$ cat config.mk
export PLATFORM = sky130hd
export DESIGN_NAME = mem_port_arbiter
export DESIGN_NICKNAME = d
export VERILOG_FILES = /design/src/rtl/mem_port_arbiter.sv
export SDC_FILE = /design/constraint.sdc
export NUM_CORES = 1
export LEC_CHECK = 0
export CORE_AREA = 2 2 117 119
export CTS_CLUSTER_DIAMETER = 50
export DETAILED_ROUTE_END_ITERATION = 6
export DIE_AREA = 0 0 119 121
export GPL_ROUTABILITY_DRIVEN = 0
export PLACE_DENSITY = 0.8
export SKIP_LAST_GASP = 1
export SYNTH_ARGS = -nofsm -noshare
export SYNTH_HDL_FRONTEND = slang
export SYNTH_SLANG_ARGS = --single-unit
$ cat constraint.sdc
create_clock -name clk -period 3.4 [get_ports clk]
set_clock_uncertainty 0.05 [all_clocks]
set_input_delay 1.02 -clock clk [delete_from_list [all_inputs] [get_ports clk]]
set_output_delay 1.02 -clock clk [all_outputs]
set_load 0.01 [all_outputs]
$ cat src/rtl/mem_port_arbiter.sv
// mem_port_arbiter
//
// Shares one single-ported unified RAM between the instruction-fetch port and
// the data load/store port of a multicycle rv32i core. Each access goes
// IDLE -> ISSUE -> (WAIT) -> RESP -> IDLE. Stores skip WAIT because the memory
// commits on the ISSUE edge. Reads wait for mem_rvalid for at most MAX_WAIT
// cycles. A timed-out read returns zero and pulses timeout_err.
//
// Optional feature, selected by the macro ARB_ROUND_ROBIN_EN:
//   defined   - contended grants alternate between the two ports.
//   undefined - the data port always wins contention.
//
// Parameters:
//   ADDR_WIDTH  width of every address bus
//   MAX_WAIT    WAIT cycles allowed before a read times out (1..15)
//
// Ports:
//   clk, reset                 rising-edge clock, asynchronous active-low reset
//   if_req, if_addr            fetch request, held until if_valid
//   if_valid, if_rdata         fetch response pulse and held fetch word
//   d_req, d_addr, d_wmask,
//   d_wdata                    data request (wmask 0 = load), held until d_valid
//   d_valid, d_rdata           data response pulse and held load word
//   mem_req                    one-cycle memory strobe
//   mem_addr, mem_wmask,
//   mem_wdata                  latched access presented to the RAM
//   mem_rdata, mem_rvalid      RAM read return
//   busy                       high whenever an access is in flight
//   timeout_err                one-cycle pulse on a read timeout
module mem_port_arbiter #(
    parameter int ADDR_WIDTH = 16,
    parameter int MAX_WAIT   = 3
) (
    input  logic                  clk,
    input  logic                  reset,
    input  logic                  if_req,
    input  logic [ADDR_WIDTH-1:0] if_addr,
    output logic                  if_valid,
    output logic [31:0]           if_rdata,
    input  logic                  d_req,
    input  logic [ADDR_WIDTH-1:0] d_addr,
    input  logic [3:0]            d_wmask,
    input  logic [31:0]           d_wdata,
    output logic                  d_valid,
    output logic [31:0]           d_rdata,
    output logic                  mem_req,
    output logic [ADDR_WIDTH-1:0] mem_addr,
    output logic [3:0]            mem_wmask,
    output logic [31:0]           mem_wdata,
    input  logic [31:0]           mem_rdata,
    input  logic                  mem_rvalid,
    output logic                  busy,
    output logic                  timeout_err
);

    localparam logic [3:0] MAX_WAIT_C = 4'(MAX_WAIT);

    typedef enum logic [1:0] {
        S_IDLE  = 2'd0,
        S_ISSUE = 2'd1,
        S_WAIT  = 2'd2,
        S_RESP  = 2'd3
    } state_t;

    state_t                r_state;
    state_t                w_next_state;

    logic [3:0]            r_wait_cnt;
    logic                  r_owner;        // 0 = fetch, 1 = data
    logic                  r_if_valid;
    logic                  r_d_valid;
    logic                  r_mem_req;
    logic                  r_busy;
    logic                  r_timeout_err;
    logic [31:0]           r_if_rdata;
    logic [31:0]           r_d_rdata;
    logic [ADDR_WIDTH-1:0] r_mem_addr;
    logic [3:0]            r_mem_wmask;
    logic [31:0]           r_mem_wdata;

    logic                  w_any_req;
    logic                  w_grant_data;
    logic                  w_is_store;
    logic                  w_timeout;
    logic [3:0]            w_wait_inc;

    assign w_any_req  = if_req | d_req;
    assign w_is_store = (r_mem_wmask != 4'd0);
    assign w_wait_inc = r_wait_cnt + 4'd1;
    // A late mem_rvalid on the final allowed cycle still wins over the timeout.
    assign w_timeout  = (r_state == S_WAIT) && !mem_rvalid && (w_wait_inc == MAX_WAIT_C);

`ifdef ARB_ROUND_ROBIN_EN
    // Remembers which port won the last contended arbitration (1 = data).
    // Starts as "fetch won" so the first contention goes to data.
    logic r_last_data;

    assign w_grant_data = d_req & (~if_req | ~r_last_data);

    always_ff @(posedge clk or negedge reset) begin
        if (!reset) begin
            r_last_data <= 1'b0;
        end else if ((r_state == S_IDLE) && if_req && d_req) begin
            r_last_data <= w_grant_data;
        end
    end
`else
    assign w_grant_data = d_req;
`endif

    always_ff @(posedge clk or negedge reset) begin
        if (!reset) begin
            r_state <= S_IDLE;
        end else begin
            r_state <= w_next_state;
        end
    end

    always_comb begin
        w_next_state = r_state;
        case (r_state)
            S_IDLE:  if (w_any_req) w_next_state = S_ISSUE;
            S_ISSUE: w_next_state = w_is_store ? S_RESP : S_WAIT;
            S_WAIT:  if (mem_rvalid || w_timeout) w_next_state = S_RESP;
            S_RESP:  w_next_state = S_IDLE;
            default: w_next_state = S_IDLE;
        endcase
    end

    // Every output is registered from the next state so that pulses line up
    // with the state they belong to (mem_req in ISSUE, valids in RESP).
    always_ff @(posedge clk or negedge reset) begin
        if (!reset) begin
            r_wait_cnt    <= 4'd0;
            r_owner       <= 1'b0;
            r_if_valid    <= 1'b0;
            r_d_valid     <= 1'b0;
            r_mem_req     <= 1'b0;
            r_busy        <= 1'b0;
            r_timeout_err <= 1'b0;
            r_if_rdata    <= 32'd0;
            r_d_rdata     <= 32'd0;
            r_mem_addr    <= '0;
            r_mem_wmask   <= 4'd0;
            r_mem_wdata   <= 32'd0;
        end else begin
            r_mem_req     <= (w_next_state == S_ISSUE);
            r_busy        <= (w_next_state != S_IDLE);
            r_if_valid    <= (w_next_state == S_RESP) && !r_owner;
            r_d_valid     <= (w_next_state == S_RESP) && r_owner;
            r_timeout_err <= w_timeout;

            case (r_state)
                S_IDLE: begin
                    if (w_any_req) begin
                        r_owner <= w_grant_data;
                        if (w_grant_data) begin
                            r_mem_addr  <= d_addr;
                            r_mem_wmask <= d_wmask;
                            r_mem_wdata <= d_wdata;
                        end else begin
                            r_mem_addr  <= if_addr;
                            r_mem_wmask <= 4'd0;
                            r_mem_wdata <= 32'd0;
                        end
                    end
                end
                S_ISSUE: begin
                    r_wait_cnt <= 4'd0;
                end
                S_WAIT: begin
                    if (mem_rvalid) begin
                        if (r_owner) r_d_rdata  <= mem_rdata;
                        else         r_if_rdata <= mem_rdata;
                    end else if (w_timeout) begin
                        if (r_owner) r_d_rdata  <= 32'd0;
                        else         r_if_rdata <= 32'd0;
                    end else begin
                        r_wait_cnt <= w_wait_inc;
                    end
                end
                default: begin
                end
            endcase
        end
    end

    assign if_valid    = r_if_valid;
    assign if_rdata    = r_if_rdata;
    assign d_valid     = r_d_valid;
    assign d_rdata     = r_d_rdata;
    assign mem_req     = r_mem_req;
    assign mem_addr    = r_mem_addr;
    assign mem_wmask   = r_mem_wmask;
    assign mem_wdata   = r_mem_wdata;
    assign busy        = r_busy;
    assign timeout_err = r_timeout_err;

endmodule
* After elaboration in Yosys (flattened, before gate mapping)
Cells that the tools add are included.
** Word-level totals
- Register bits after elaboration :: 128
- Input port bits :: 105
- Output and inout port bits :: 121
- Word-level logic and storage cells :: 58
** Operators by class
- Add/subtract/negate cells :: 1
- Eq/ne operators :: 8
- Muxes and demuxes :: 18
- Bitwise gates (word level) :: 2
- Reduce and logical (&&, ||, !) cells :: 16
** Operators with widths (count)
- $mux 32 :: 9
- $mux 16 :: 1
- $mux 4 :: 3
- $reduce_and 3->1 :: 3
- $pmux 2 s4 :: 1
- $pmux 4 s2 :: 1
- $eq 2x2->1 const B :: 3
- $reduce_bool 2->1 :: 3
- $add 4x1->4 const B :: 1
- $eq 2x1->1 const B :: 2
- $eq 4x2->1 const B :: 1
- $logic_and 1x1->1 :: 4
- $mux 2 :: 2
- $ne 2x2->1 const B :: 2
- $reduce_bool 4->1 :: 1
- $logic_not 1->1 :: 2
- $logic_not 2->1 :: 1
- $reduce_and 2->1 :: 1
- $logic_or 1x1->1 :: 1
- $mux 1 :: 1
- $not 1->1 :: 1
- $or 1x1->1 :: 1

* Longest topological paths before layout
Gate-level depths: netlist of the first run.
- Word-level depth :: 8
- Gate-level depth with buffers :: 7
- Mapped depth without buffers :: 6

* Least setup slack after synthesis of the first run
No wires, ideal clock.
- Path type :: input to register
- Start :: in d_req
- End :: reg r_mem_wmask[0], in the netlist mem_wmask[0]
- Library setup time :: 0.066 ns
- Data arrival time :: 1.948 ns
- Data required time :: 3.284 ns
- Slack :: 1.336 ns
- Stages on the path :: 6
- Buffers on the path :: 3
- Cells stage by stage :: buf_2 > o21ai_1 > buf_2 > buf_2 > nand2_1 > nand2_1
** On the way
- Longest elaborated chain between the ends :: 2
- Elaborated cells on any way between the ends :: 3
- Classes of those cells :: mux (1); bitwise (1); reduce/logical (1)
** Ends and longest elaborated chain
- start, declared :: line 40 : input logic d_req,
- $or 1x1->1 :: line 87 : assign w_any_req = if_req | d_req;
- $reduce_and 2->1 (no line)
- end signal, assigned :: line 159 : r_mem_wmask <= d_wmask;
- end, declared :: line 78 : logic [3:0] r_mem_wmask;
Parallel ways exist; a longest one is shown, timed or not.
A chain may end at the register's enable or synchronous reset.

* Final worst setup path of the first run
- Start :: reg r_mem_wmask[3], in the netlist mem_wmask[3]
- End :: out mem_wmask[3]
** RTL lines
- end, declared :: line 48 : output logic [3:0] mem_wmask,
No word-level cell between the ends.

==> results.toml, run 1 <==
[sta]
max_slew_margin_pct = 64.2
max_freq_ghz = 0.407
final-setup-viol-count = 0
worst_pin_slew_ps = 534
finalSetupTns_ps = 0
grt_setup_unrepaired = "false"
hold_slack_ps = 413
finalHoldViolations = 0
period_share_pct = 72.2
fin_ws_ps = 946
slew_violations = 0
min_period_ps = 2450

[synth]
seq_area_frac_synth_pct = 62.1
synth_area_per_cell_um2 = 11.9
synth.distinct_cells = 32
ys_ff_latch = 128
yosysTopAreaCellShare_pct = 62.1
ys_warn_count = 0
yosys-top-cells-area = "dfrtp_1, a22o_1, nand2_1, nand3_1, mux2i_1"
mappedNetlistArea_mm2 = 0.00516
yosys.area.top_type = "dfrtp_1"
syn_inst = 435
synthesis.nets = 545

[die]
design.core.area_mm2 = 0.0131
die-area_mm2 = 0.0144
die-width_um = 119
initial_core_util_pct = 39.4
num_rows = 42
io_pins = 226
fp.dieH_um = 121

[global_routing]
grt_overflow = 0
met1_usage_pct = 25.7
grt_max_degree = 61
busiest_layer = "met2"
grt_use_met3_pct = 7.19
grt_use_total_pct = 20.4
grt_pass1_wl_um = 22900
grt_antenna_before_repair = 0
grt_pass1_vias = 4344
grt_util_met2_pct = 32.5

[cells_and_area]
diodes = 0
multi_input_area_mm2 = 0.00173
area_growth_pct = 57.4
drive_gt1_share_pct = 8.07
final_cell_mix = "clkdlybuf4s50_1, dfrtp_1, nand2_1"
seq_area_mm2 = 0.00320
final_nets = 766
final_common_cell = "clkdlybuf4s50_1"
nFillCells = 1003

[hold_path]
min_delay_worst_endpoint = "mem_wdata[5]"
hold_start = "mem_wdata[5]"
worstHoldPathCells = 2
hold_path.class = "flip-flop to flip-flop"

[placed_design]
dp_hpwl_um = 10100
port_buffers = 225
post-place-ws_ps = 754

[critical_path]
cp_data_arrival_time_ps = 1380
start_kind = "flip-flop"
crit_fanout = 3
crit_family = "buffers and inverters"
cp.required_ps = 2330
cp_cell_sequence = "clkdlybuf4s50_1"
reg2reg_from = "r_wait_cnt[0]"
crit_type = "flip-flop to primary output"
slowest_stage = "clkdlybuf4s50_1"
crit_start = "mem_wmask[3]"
critical_path_buf_inv_count = 1
critPathCaptureType = "primary output"
worstReg2RegEnd = "if_rdata[1]"
reg2reg_depth = 5
cpPeakStageDelay_ps = 580
reg2reg_slack_ps = 1300

[pwr]
max-vdd-ir-drop_mv = 0.450
p_seq_share_pct = 34.8
p_clk_share_pct = 24.3
p_int_mw = 5.14
p_sw_mw = 2.55
p_sw_share_pct = 33.2
report.power.total_mw = 7.69
p_per_area_mw_per_mm2 = 947
combPwrFrac_pct = 40.9
p_leak_nw = 3.75

[cts]
clock_path_buffers = 2
cts_sinks = 128
insertion_delay_ps = 410
cts_tree = "done"
post_cts_resized = 0
holdBufCountCts = 0
post_cts_buffers = 0
cts_root_buf = "clkbuf_16"
clk_pin_slew_ps = 60
cts_buffers = 17
cts_max_level = 4

[detailed_routing]
wl_per_cell_um = 17.1
via_count = 4358
wirelength_um = 14500
drt_iter0_markers = 334
drc_errors = 0
dr.pass1.iters = 5
viasPerCell = 5.16
ant_nets = 0

[flow_run]
drv_cap = 0

[run_status]
status = "finished, final reports clean"
routing by layer:
metal | vias to the layer above | wire length, µm
met5 | - | 0
met4 | 0 | 274
met3 | 26 | 1410
met2 | 249 | 6760
met1 | 2099 | 6030
li1 | 1984 | -
registers in the layout (all words and copies together), names as in the netlist, 2 cells and up:
| name | cells |
|---|---|
| r_wait_cnt | 4 |
| mem_wmask | 4 |
| if_rdata | 32 |
| mem_wdata | 32 |
| d_rdata | 32 |
| mem_addr | 16 |
| r_state | 2 |
logic make-up after synthesis:
logic type      count (synthesis)  share of synthesized area, %
mux                            18                          3.49
compound gates                 94                          15.5
flops                         128                          62.1
xor+xnor                        1                         0.170
buf+inv                        37                          4.63
simple gates                  152                          12.9
fa+ha+maj                       5                          1.21
stage by stage:
stage / util, % / cells / cell area, µm²
finish: 62.1 / 845 / 8120
global route: 62.1 / 845 / 8120
CTS: 62.1 / 845 / 8120
detailed placement: 57.4 / 813 / 7510
global placement: 57.4 / 813 / 7510
floorplan: - / 435 / 5160
how the worst max path moves through the flow:
stage | to | slack, ps | depth (start not counted)
after floorplan | mem_wmask[0] | 1340 | 6
after global placement | if_rdata[1] | 810 | 4
after detailed placement | d_rdata[5] | 750 | 4
after CTS | mem_wmask[3] | 900 | 1
after global routing | mem_wmask[3] | 890 | 1
final | mem_wmask[3] | 950 | 1
power by group through the flow:
stage	clock (mW)	combinational, mW	sequential [mW]
global placement	0	3.08	2.65
CTS	1.91	3.19	2.67
global route	1.97	3.41	2.75
detailed placement	0	3.16	2.68
floorplan	0	1.11	2.93
finish	1.87	3.15	2.67
cells in the mapped netlist (all sizes together):
| library cell | count |
|---|---|
| dfrtp | 128 |
| nand2 | 98 |
| a22o | 64 |
| nand3 | 40 |
| clkbuf | 19 |
| mux2i | 18 |
| o21ai | 17 |
| buf | 13 |
| ha | 5 |
| inv | 5 |
| a21oi | 4 |
| nor2 | 4 |
| a211oi | 3 |
| o311ai | 3 |
| a21o | 2 |
| and3 | 2 |
| nand2b | 2 |
| nor2b | 2 |
| and2b | 1 |
| nand4 | 1 |
| nor3 | 1 |
| nor4b | 1 |
| o41ai | 1 |
| xor2 | 1 |
layout make-up:
cell class	count	area share [%]
Multi-Input combinational cell	270	21.3
Timing Repair Buffer	234	28.8
Sequential cell	128	39.4
Clock buffer	18	5.29
Clock inverter	14	2.25
Tap cell	176	2.71
Inverter	5	0.231
(Power assumes the default switching activity.)
==> run 2: changes to the inputs <==
==> constraint.sdc (replaced) <==
create_clock -name clk -period 2.3 [get_ports clk]
set_clock_uncertainty 0.05 [all_clocks]
set_input_delay 0.69 -clock clk [delete_from_list [all_inputs] [get_ports clk]]
set_output_delay 0.69 -clock clk [all_outputs]
set_load 0.01 [all_outputs]
==> run 2 against run 1 <==
Against the previous run: setup slack got worse by 770 ps; hold slack worse by 250 ps; global-route usage grew 0.37 points; wire length is 1.5% higher; critical path depth stayed put; non-clock buffer count up 2; count of clock-buffer cells in the layout is 2 higher; combinational power is 50% higher; via count increased by 0.11%; critical endpoint is now mem_wmask[2]; highest routed layer unchanged.
==> results.toml, run 2 (synthesis gave the netlist of run 1 again) <==
[detailed_routing]
ant_nets = 0
via_count = 4363
dr.pass1.iters = 4
wl_per_cell_um = 17.3
drt_iter0_markers = 321
wirelength_um = 14700
viasPerCell = 5.15
drc_errors = 0

[sta]
fin_ws_ps = 178
final-setup-viol-count = 0
finalSetupTns_ps = 0
period_share_pct = 92.2
slew_violations = 0
worst_pin_slew_ps = 535
finalHoldViolations = 0
max_slew_margin_pct = 64.2
grt_setup_unrepaired = "false"
min_period_ps = 2120
max_freq_ghz = 0.471

[critical_path]
crit_start = "mem_wmask[2]"
reg2reg_from = "r_wait_cnt[0]"
reg2reg_depth = 5
crit_type = "flip-flop to primary output"
critical_path_buf_inv_count = 1
reg2reg_slack_ps = 260
critPathCaptureType = "primary output"
crit_fanout = 3
cp.depth = 1
worstReg2RegEnd = "if_rdata[1]"
cp_data_arrival_time_ps = 1380
cp-endpoint = "mem_wmask[2]"
start_kind = "flip-flop"
slowest_stage = "clkdlybuf4s50_1"
cp_cell_sequence = "clkdlybuf4s50_1"
cpPeakStageDelay_ps = 560
cp.required_ps = 1560
crit_family = "buffers and inverters"

[hold_path]
hold_path.class = "input port to async pin"

[cts]
clock_path_buffers = 2
cts_sinks = 128
cts_max_level = 4
clk_pin_slew_ps = 60
holdBufCountCts = 0
insertion_delay_ps = 410
post_cts_resized = 0
cts_buffers = 17
cts_tree = "done"
post_cts_buffers = 0
cts_root_buf = "clkbuf_16"

[die]
initial_core_util_pct = 39.4
num_rows = 42
die-area_mm2 = 0.0144
io_pins = 226
design.core.area_mm2 = 0.0131
die-width_um = 119
fp.dieH_um = 121

[flow_run]
drv_cap = 0

[pwr]
max-vdd-ir-drop_mv = 0.606
report.power.total_mw = 11.3
p_per_area_mw_per_mm2 = 1380
p_leak_nw = 3.78

[cells_and_area]
final_cell_mix = "clkdlybuf4s50_1, dfrtp_1, nand2_1"
final_nets = 768
stdcell_area_mm2 = 0.00820
area_growth_pct = 58.9
diodes = 0
final_common_cell = "clkdlybuf4s50_1"
drive_gt1_share_pct = 8.49
utilization_pct = 62.7

[placed_design]
dp_hpwl_um = 10200
port_buffers = 225
place_area_mm2 = 0.00760
post-place-ws_ps = 63.1

[global_routing]
grt_pass1_vias = 4522
grt_overflow = 0
grt_use_total_pct = 20.8
grt_antenna_before_repair = 1
grt_pass1_wl_um = 23400
grt_max_degree = 69

[run_status]
status = "finished, final reports clean"
## run 2: changes by cell type in the layout (fill, tap and decap cells not counted), sizes merged
cell | before | now
buf | 11 | 13
bufinv | 3 | 2
clkbuf | 18 | 20
clkinv | 6 | 5
clkinvlp | 2 | 3
inv | 8 | 7
## run 2: worst register-to-register path, delay by kind of cell, from the launching register on
kind,cells,cell delay [ps]
and+or+nand+nor,1,560
buffers and inverters,1,210
DFF,1,450
AOI/OAI and AO/OA,2,380
adders and majority gates,1,290
## run 2: routing by layer
layer  vias to the layer above  part of all wire [%]  global-route usage, %  wire length [µm]
met3                        22                   8.8                   7.57              1290
li1                       1985                     -                      -                 -
met4                         0                   1.9                   8.26               280
met5                         -                     0                      0                 0
met1                      2133                    41                   24.3              5980
met2                       223                    49                   34.8              7140
## run 2: power breakdown
group	total, mW	switching (mW)	internal, mW
combinational	4.74	2.10	2.64
clock	2.67	0.988	1.68
sequential	3.93	0.639	3.29
total	11.3	3.73	7.61
## run 2: worst min-delay path by stage
stage	to	from	slack [ps]
3_5_place_dp	mem_wdata[2]	mem_wdata[2]	410
3_3_place_gp	mem_wdata[5]	mem_wdata[5]	400
5_1_grt	mem_wdata[9]	reset	180
2_1_floorplan	busy	reset	340
4_1_cts	mem_wdata[9]	reset	170
6_report	mem_wdata[6]	reset	160
## run 2: cell type report
cell class | count | area, µm²
clock buffers | 20 | 467
clock inverters | 12 | 133
fillers | 1009 | 4890
inverters | 5 | 18.8
multi-input cells | 270 | 1730
flip-flops and latches | 128 | 3200
well taps | 176 | 220
repair buffers | 236 | 2430
## run 2: per-stage QoR
step                      hold slack (ps)  cells
after detailed placement              406    815
final                                 164    847
after CTS                             166    847
after floorplan                       344    435
after global routing                  182    847
after global placement                399    815
==> run 3: changes to the inputs <==
--- a/config.mk
+++ b/config.mk
@@ -9,7 +9,7 @@
 export CTS_CLUSTER_DIAMETER = 50
 export DETAILED_ROUTE_END_ITERATION = 6
 export DIE_AREA = 0 0 119 121
-export GPL_ROUTABILITY_DRIVEN = 0
+export GPL_ROUTABILITY_DRIVEN = 1
 export PLACE_DENSITY = 0.8
 export SKIP_LAST_GASP = 1
 export SYNTH_ARGS = -nofsm -noshare
==> results of run 3 <==
Final layout, timing and power as in run 2 (identical DEF).
